===== config.mk =====
export PLATFORM = sky130hd
export DESIGN_NAME = uart_tx_param
export DESIGN_NICKNAME = d
export VERILOG_FILES = /design/src/rtl/uart_pkg.sv /design/src/rtl/uart_baud_tick.sv /design/src/rtl/uart_tx_param.sv
export SDC_FILE = /design/constraint.sdc
export NUM_CORES = 1
export LEC_CHECK = 0
export CAP_MARGIN = 10
export CORE_MARGIN = 5
export CORE_UTILIZATION = 57
export DETAILED_ROUTE_END_ITERATION = 8
export PLACE_DENSITY = 0.8
export SYNTH_ARGS = -nofsm -noshare
export SYNTH_HDL_FRONTEND = slang
export SYNTH_SLANG_ARGS = --single-unit
export TNS_END_PERCENT = 10

===== constraint.sdc =====
create_clock -name clk -period 2.7 [get_ports clk]
set_clock_uncertainty 0.2 [all_clocks]
set_input_delay 0.54 -clock clk [delete_from_list [all_inputs] [get_ports clk]]
set_output_delay 0.54 -clock clk [all_outputs]
set_load 0.05 [all_outputs]

===== src/rtl/uart_pkg.sv =====
// -----------------------------------------------------------------------------
// uart_pkg
// Definitions shared by the UART transmitter and receiver:
//   tx_state_t  - transmitter FSM state encoding
//   PAR_EVEN/PAR_ODD - parity-mode constants (XORed into the data parity)
//   frame_len() - serial bits per frame (start + data + parity + stop)
// -----------------------------------------------------------------------------
package uart_pkg;

    typedef enum logic [2:0] {
        ST_IDLE,
        ST_START,
        ST_DATA,
        ST_PARITY,
        ST_STOP
    } tx_state_t;

    // Parity mode: the value XORed into the XOR-reduction of the data bits.
    localparam logic PAR_EVEN = 1'b0;
    localparam logic PAR_ODD  = 1'b1;

    // Number of serial bit periods in one frame.
    function automatic int frame_len(input int data_bits,
                                     input int parity_en,
                                     input int stop_bits);
        return 1 + data_bits + parity_en + stop_bits;
    endfunction

endpackage


===== src/rtl/uart_baud_tick.sv =====
// -----------------------------------------------------------------------------
// uart_baud_tick
// Bit-period counter. Counts 0..CLKS_PER_BIT-1 and wraps, so consecutive bits
// are exactly CLKS_PER_BIT cycles long with no accumulated drift.
//   clk           in  system clock
//   rst           in  synchronous active-high reset (counter -> 0)
//   i_restart     in  hold counter at 0 (used while the line is idle)
//   o_bit_end     out high on the last cycle of a bit period
//   o_bit_pre_end out high on the second-to-last cycle of a bit period
// -----------------------------------------------------------------------------
module uart_baud_tick #(
    parameter int CLKS_PER_BIT = 4
) (
    input  logic clk,
    input  logic rst,
    input  logic i_restart,
    output logic o_bit_end,
    output logic o_bit_pre_end
);

    localparam int CW = (CLKS_PER_BIT > 2) ? $clog2(CLKS_PER_BIT) : 1;
    localparam logic [CW-1:0] LAST = CW'(CLKS_PER_BIT - 1);
    localparam logic [CW-1:0] PRE  = CW'(CLKS_PER_BIT - 2);

    logic [CW-1:0] r_cnt;

    always_ff @(posedge clk) begin
        if (rst || i_restart) begin
            r_cnt <= '0;
        end else if (r_cnt == LAST) begin
            r_cnt <= '0;
        end else begin
            r_cnt <= r_cnt + 1'b1;
        end
    end

    assign o_bit_end     = (r_cnt == LAST);
    // Lets registered outputs rise exactly on the final cycle of a bit.
    assign o_bit_pre_end = (r_cnt == PRE);

endmodule


===== src/rtl/uart_tx_param.sv =====
// -----------------------------------------------------------------------------
// uart_tx_param
// Parametrised UART transmitter with a one-entry holding buffer so frames can
// be sent back-to-back with no idle gap between them.
//   clk          in  system clock
//   rst          in  synchronous active-high reset; aborts any frame
//   data_in      in  word to send, sampled on an accepted request
//   tx_ready_in  in  request; accepted when high and tx_buf_full is low
//   tx_buf_full  out holding buffer occupied, requests are dropped
//   tx_ongoing   out high from first start-bit cycle to last stop-bit cycle
//   tx_done      out one-cycle pulse on the final cycle of the last stop bit
//   data_out_tx  out serial line, idle high
// All outputs are registered.
// -----------------------------------------------------------------------------
module uart_tx_param
    import uart_pkg::*;
#(
    parameter int CLKS_PER_BIT = 4,
    parameter int DATA_BITS    = 8,
    parameter int PARITY_EN    = 0,
    parameter int PARITY_ODD   = 0,
    parameter int STOP_BITS    = 1
) (
    input  logic                 clk,
    input  logic                 rst,
    input  logic [DATA_BITS-1:0] data_in,
    input  logic                 tx_ready_in,
    output logic                 tx_buf_full,
    output logic                 tx_ongoing,
    output logic                 tx_done,
    output logic                 data_out_tx
);

    localparam int BW = 4;  // bit counter: data bits (<=9) and stop bits
    localparam logic [BW-1:0] LAST_DATA = BW'(DATA_BITS - 1);
    localparam logic [BW-1:0] LAST_STOP = BW'(STOP_BITS - 1);
    localparam logic PAR_MODE = (PARITY_ODD != 0) ? PAR_ODD : PAR_EVEN;

    tx_state_t            r_state, w_state_next;
    logic [DATA_BITS-1:0] r_shift, w_shift_next;
    logic [DATA_BITS-1:0] r_buf,   w_buf_next;
    logic                 r_buf_full, w_buf_full_next;
    logic [BW-1:0]        r_bit_cnt, w_bit_cnt_next;
    logic                 r_parity, w_parity_next;
    logic                 r_tx, w_tx_next;
    logic                 r_ongoing, w_ongoing_next;
    logic                 r_done, w_done_next;

    logic w_bit_end;
    logic w_bit_pre_end;
    logic w_accept;
    logic w_last_stop;

    // Counter is held at zero while idle so the start bit gets a full period.
    uart_baud_tick #(
        .CLKS_PER_BIT (CLKS_PER_BIT)
    ) u_baud (
        .clk           (clk),
        .rst           (rst),
        .i_restart     (r_state == ST_IDLE),
        .o_bit_end     (w_bit_end),
        .o_bit_pre_end (w_bit_pre_end)
    );

    assign w_accept    = tx_ready_in && !r_buf_full;
    assign w_last_stop = (r_bit_cnt == LAST_STOP);

    always_comb begin
        w_state_next    = r_state;
        w_shift_next    = r_shift;
        w_buf_next      = r_buf;
        w_buf_full_next = r_buf_full;
        w_bit_cnt_next  = r_bit_cnt;
        w_parity_next   = r_parity;

        // Requests arriving mid-frame go to the holding buffer.
        if (r_state != ST_IDLE && w_accept) begin
            w_buf_next      = data_in;
            w_buf_full_next = 1'b1;
        end

        case (r_state)
            ST_IDLE: begin
                if (w_accept) begin
                    w_shift_next   = data_in;
                    w_parity_next  = (^data_in) ^ PAR_MODE;
                    w_bit_cnt_next = '0;
                    w_state_next   = ST_START;
                end
            end
            ST_START: begin
                if (w_bit_end) begin
                    w_bit_cnt_next = '0;
                    w_state_next   = ST_DATA;
                end
            end
            ST_DATA: begin
                if (w_bit_end) begin
                    w_shift_next = r_shift >> 1;
                    if (r_bit_cnt == LAST_DATA) begin
                        w_bit_cnt_next = '0;
                        w_state_next   = (PARITY_EN != 0) ? ST_PARITY : ST_STOP;
                    end else begin
                        w_bit_cnt_next = r_bit_cnt + 1'b1;
                    end
                end
            end
            ST_PARITY: begin
                if (w_bit_end) begin
                    w_bit_cnt_next = '0;
                    w_state_next   = ST_STOP;
                end
            end
            ST_STOP: begin
                if (w_bit_end) begin
                    if (w_last_stop) begin
                        w_bit_cnt_next = '0;
                        if (r_buf_full) begin
                            // Chain the buffered word with no idle gap.
                            w_shift_next    = r_buf;
                            w_parity_next   = (^r_buf) ^ PAR_MODE;
                            w_buf_full_next = 1'b0;
                            w_state_next    = ST_START;
                        end else if (w_accept) begin
                            // A request landing on the very last cycle would
                            // otherwise strand in the buffer; send it directly.
                            w_shift_next    = data_in;
                            w_parity_next   = (^data_in) ^ PAR_MODE;
                            w_buf_full_next = 1'b0;
                            w_state_next    = ST_START;
                        end else begin
                            w_state_next = ST_IDLE;
                        end
                    end else begin
                        w_bit_cnt_next = r_bit_cnt + 1'b1;
                    end
                end
            end
            default: begin
                w_state_next = ST_IDLE;
            end
        endcase
    end

    // Output values are derived from the next state so they can be registered.
    always_comb begin
        w_tx_next = 1'b1;
        case (w_state_next)
            ST_START:  w_tx_next = 1'b0;
            ST_DATA:   w_tx_next = w_shift_next[0];
            ST_PARITY: w_tx_next = w_parity_next;
            default:   w_tx_next = 1'b1;
        endcase
        w_ongoing_next = (w_state_next != ST_IDLE);
        // Registered one cycle early so the pulse sits on the final cycle.
        w_done_next    = (r_state == ST_STOP) && w_last_stop && w_bit_pre_end;
    end

    always_ff @(posedge clk) begin
        if (rst) begin
            r_state    <= ST_IDLE;
            r_shift    <= '0;
            r_buf      <= '0;
            r_buf_full <= 1'b0;
            r_bit_cnt  <= '0;
            r_parity   <= 1'b0;
            r_tx       <= 1'b1;
            r_ongoing  <= 1'b0;
            r_done     <= 1'b0;
        end else begin
            r_state    <= w_state_next;
            r_shift    <= w_shift_next;
            r_buf      <= w_buf_next;
            r_buf_full <= w_buf_full_next;
            r_bit_cnt  <= w_bit_cnt_next;
            r_parity   <= w_parity_next;
            r_tx       <= w_tx_next;
            r_ongoing  <= w_ongoing_next;
            r_done     <= w_done_next;
        end
    end

    assign data_out_tx = r_tx;
    assign tx_ongoing  = r_ongoing;
    assign tx_done     = r_done;
    assign tx_buf_full = r_buf_full;

endmodule


==> flow_summary.ini <==
[cts]
cts.root.buffer_cell = sky130_fd_sc_hd__clkbuf_4
ctsLongestPathBuffers = 2
post_cts_resize_count = 0
insertion_delay_ns = 0.34
clock_input_transition_at_the_sequential_cells_of_the_worst_setup_and_hold_paths_ns = 0.09
cts_post_setup_buffers_inserted = 0
cts_made_buffers = 5
clkSinkCount = 30
tritoncts_clock_tree = built
cts_max_level = 2
cts_hold_repair.buffers = 0

[timing]
layout_min_cycle_time_ns = 2.47
achievable-frequency_ghz = 0.404
count_of_endpoints_failing_hold_in_the_final_timing_report = 0
final-setup-viol-count = 0
timing.slew.headroom = 0.619
rsz0062_at_grt = false
setup_tns_ns = 0
final_max_slew_viol_count = 0
min_period_over_period = 0.916
timing_worst_slew_pin_value_ns = 0.571

[pwr]
pwr-share-clk = 0.277
power.density_nw_per_um2 = 494
power.static_leakage_nw = 0.708
power.share.sequential = 0.506
vdd_ir_max_uv = 361
net-switching-power_mw = 0.295
share_comb_of_total_power = 0.217
netSwitchingFraction = 0.302
intPower_mw = 0.681

[cells_and_area]
drive_gt1_frac = 0.108
final-seq-area_um2 = 601
final_util = 0.664
layout-area-overhead-vs-synth_pct = 14.3
finish.net_count = 247
multi_input_area_um2 = 1050
num_antenna_cells = 0
num-fill-cells = 265
instances_no_fill = 264

[route]
vias_per_cell = 6.44
drt_wl_total_um = 4330
ant_nets = 0
detail_route.iter0.violations = 178
detail_route.first_pass.iterations = 6
remaining_drcs = 0
vias = 1701
routedWlPerCell_um = 16.4

[floorplan]
placement_rows = 20
core_region_area_um2 = 2980
die_x_um = 65.1
num_io_pins = 15
die-area_um2 = 4240
chipHeight_um = 65.1
start_util = 0.581

[worst_setup_path]
crit_buf_inv = 1
worst_path_largest_cell_delay_ns = 0.88
cp_data_arrival_time_ns = 1.73
endpoint_kind = output port
worstPathCellList = clkdlybuf4s50_1
worst-path-max-fanout = 10
worstSetupStartpointType = register
worst-setup-path-type = reg2out
critPathTopFamily = buffers and inverters
worst_ep_required_time_ns = 1.96
critical_path.slowest_cell = sky130_fd_sc_hd__clkdlybuf4s50_1

[yosys]
fraction_of_the_yosys_area_taken_by_sequential_cells = 0.347
ys.warnings.count = 0
synthesis.area_um2 = 1730
netlist_top_cells_area = sky130_fd_sc_hd__dfxtp_1, sky130_fd_sc_hd__a21oi_1, sky130_fd_sc_hd__xnor2_1, sky130_fd_sc_hd__o21ai_0, sky130_fd_sc_hd__nand2_1
synth.top_cell.area_share = 0.347
async_reset_ff_frac = 0
synthTopCellsByCount = sky130_fd_sc_hd__dfxtp_1, sky130_fd_sc_hd__a21oi_1, sky130_fd_sc_hd__nand2_1, sky130_fd_sc_hd__o21ai_0, sky130_fd_sc_hd__nor2_1
count_of_distinct_cell_types_in_the_synthesized_netlist = 49
synthDominantAreaCellType = sky130_fd_sc_hd__dfxtp_1
ys_dominant_reg_cell = sky130_fd_sc_hd__dfxtp_1
yosysMostFrequentCell = sky130_fd_sc_hd__dfxtp_1
netlist_instances = 215
synth_nets = 230
number_of_synthesized_flops_with_an_enable_pin = 0
synth_area_per_cell_um2 = 8.04
yosys_register_bits = 30

[global_route]
pin_count_of_the_biggest_net_entering_global_routing = 18
global_route.usage.total = 0.219
initial_antenna_violation_count = 0
grt_pass1_wl_um = 7260
first_global_vias = 1614
globalRouteOverflowTotal = 0

[hold_path]
hold_path_class = reg2reg

[status]
status = finished clean

[place]
portBuffers = 14
placedCellCount = 258
dp.final_hpwl_um = 3060
place_congestion = 0.864

[job]
max-cap-violations = 0
==> through the flow <==
step,setup WS [ns],hold slack (ns),total power [mW],area [µm²]
after floorplan,0.533,0.232,0.643,1730
after global placement,0.263,0.238,0.705,1930
after detailed placement,0.228,0.253,0.712,1930
after CTS,0.236,0.265,0.977,1980
after global routing,0.160,0.299,1.03,1980
final,0.227,0.266,0.976,1980
==> flip-flops by register name, summed over array words and instances (netlist names) <==
name and count:
r_buf 8, r_shift 8, r_bit_cnt 4, r_state 3, u_baud.r_cnt 2, data_out_tx 1
r_parity 1, tx_buf_full 1, tx_done 1, tx_ongoing 1
==> area by class of cell <==
| type | count | share of cell area |
|---|---|---|
| Inverter | 5 | 0.00949 |
| Clock buffer | 6 | 0.0259 |
| Sequential cell | 30 | 0.304 |
| Timing Repair Buffer | 24 | 0.109 |
| Tap cell | 33 | 0.0209 |
| Multi-Input combinational cell | 166 | 0.531 |
==> routing by layer <==
| metal | up-vias | share of wire | global-route usage |
|---|---|---|---|
| li1 | 817 | - | - |
| met1 | 798 | 0.43 | 0.275 |
| met2 | 77 | 0.49 | 0.352 |
| met3 | 9 | 0.068 | 0.0676 |
| met4 | 0 | 0.014 | 0.0803 |
| met5 | - | 0 | 0 |
==> power by group through the flow <==
stage	clock network [mW]	logic (mW)	registers, mW
4_1_cts	0.273	0.210	0.493
6_report	0.271	0.212	0.494
5_1_grt	0.301	0.230	0.498
3_5_place_dp	0	0.209	0.504
2_1_floorplan	0	0.134	0.509
3_3_place_gp	0	0.202	0.503
==> kinds of logic after synthesis <==
family	synth area share
AOI/OAI and AO/OA	0.260
DFF	0.347
buffers and inverters	0.0456
adders and majority gates	0.0289
and+or+nand+nor	0.242
xor gates and xnor gates	0.0709
muxes	0.00579
==> worst paths after layout <==
path                                 to  slack [ns]  depth (start not counted)                        from
min          u_baud.r_cnt[0]$_SDFF_PP0_        0.27                          1  u_baud.r_cnt[0]$_SDFF_PP0_
max                         tx_buf_full        0.23                          1      tx_buf_full$_SDFF_PP0_
min reg2reg  u_baud.r_cnt[0]$_SDFF_PP0_        0.27                          1  u_baud.r_cnt[0]$_SDFF_PP0_
max reg2reg      data_out_tx$_SDFF_PP1_        0.51                          7   r_bit_cnt[0]$_SDFFE_PP0P_
==> cell usage in the layout (no fill, tap or decap), types with 2 or more instances in the layout <==
master	netlist	routed
sky130_fd_sc_hd__and4bb_2	2	2
sky130_fd_sc_hd__clkdlybuf4s50_1	0	14
sky130_fd_sc_hd__nand3_1	4	4
sky130_fd_sc_hd__a21oi_1	23	23
sky130_fd_sc_hd__nor3b_1	2	2
sky130_fd_sc_hd__or2_2	2	2
sky130_fd_sc_hd__nor2_1	15	15
sky130_fd_sc_hd__o21ai_0	18	18
sky130_fd_sc_hd__nand2b_1	2	2
sky130_fd_sc_hd__a32oi_1	5	5
sky130_fd_sc_hd__nor4_1	2	2
sky130_fd_sc_hd__a311oi_1	5	5
sky130_fd_sc_hd__nor3_1	6	6
sky130_fd_sc_hd__and2_1	2	2
sky130_fd_sc_hd__inv_1	5	5
sky130_fd_sc_hd__o211ai_1	2	2
sky130_fd_sc_hd__xnor2_1	13	13
sky130_fd_sc_hd__a211oi_1	3	3
sky130_fd_sc_hd__nand3b_1	2	2
sky130_fd_sc_hd__and3_1	2	2
sky130_fd_sc_hd__o21ai_1	2	2
sky130_fd_sc_hd__nor2b_1	5	5
sky130_fd_sc_hd__ha_1	4	4
sky130_fd_sc_hd__buf_4	0	10
sky130_fd_sc_hd__nand2_1	22	22
sky130_fd_sc_hd__dfxtp_1	30	30
sky130_fd_sc_hd__a22oi_1	2	2
sky130_fd_sc_hd__clkbuf_4	0	5
Power figures use the tool's default switching activity.
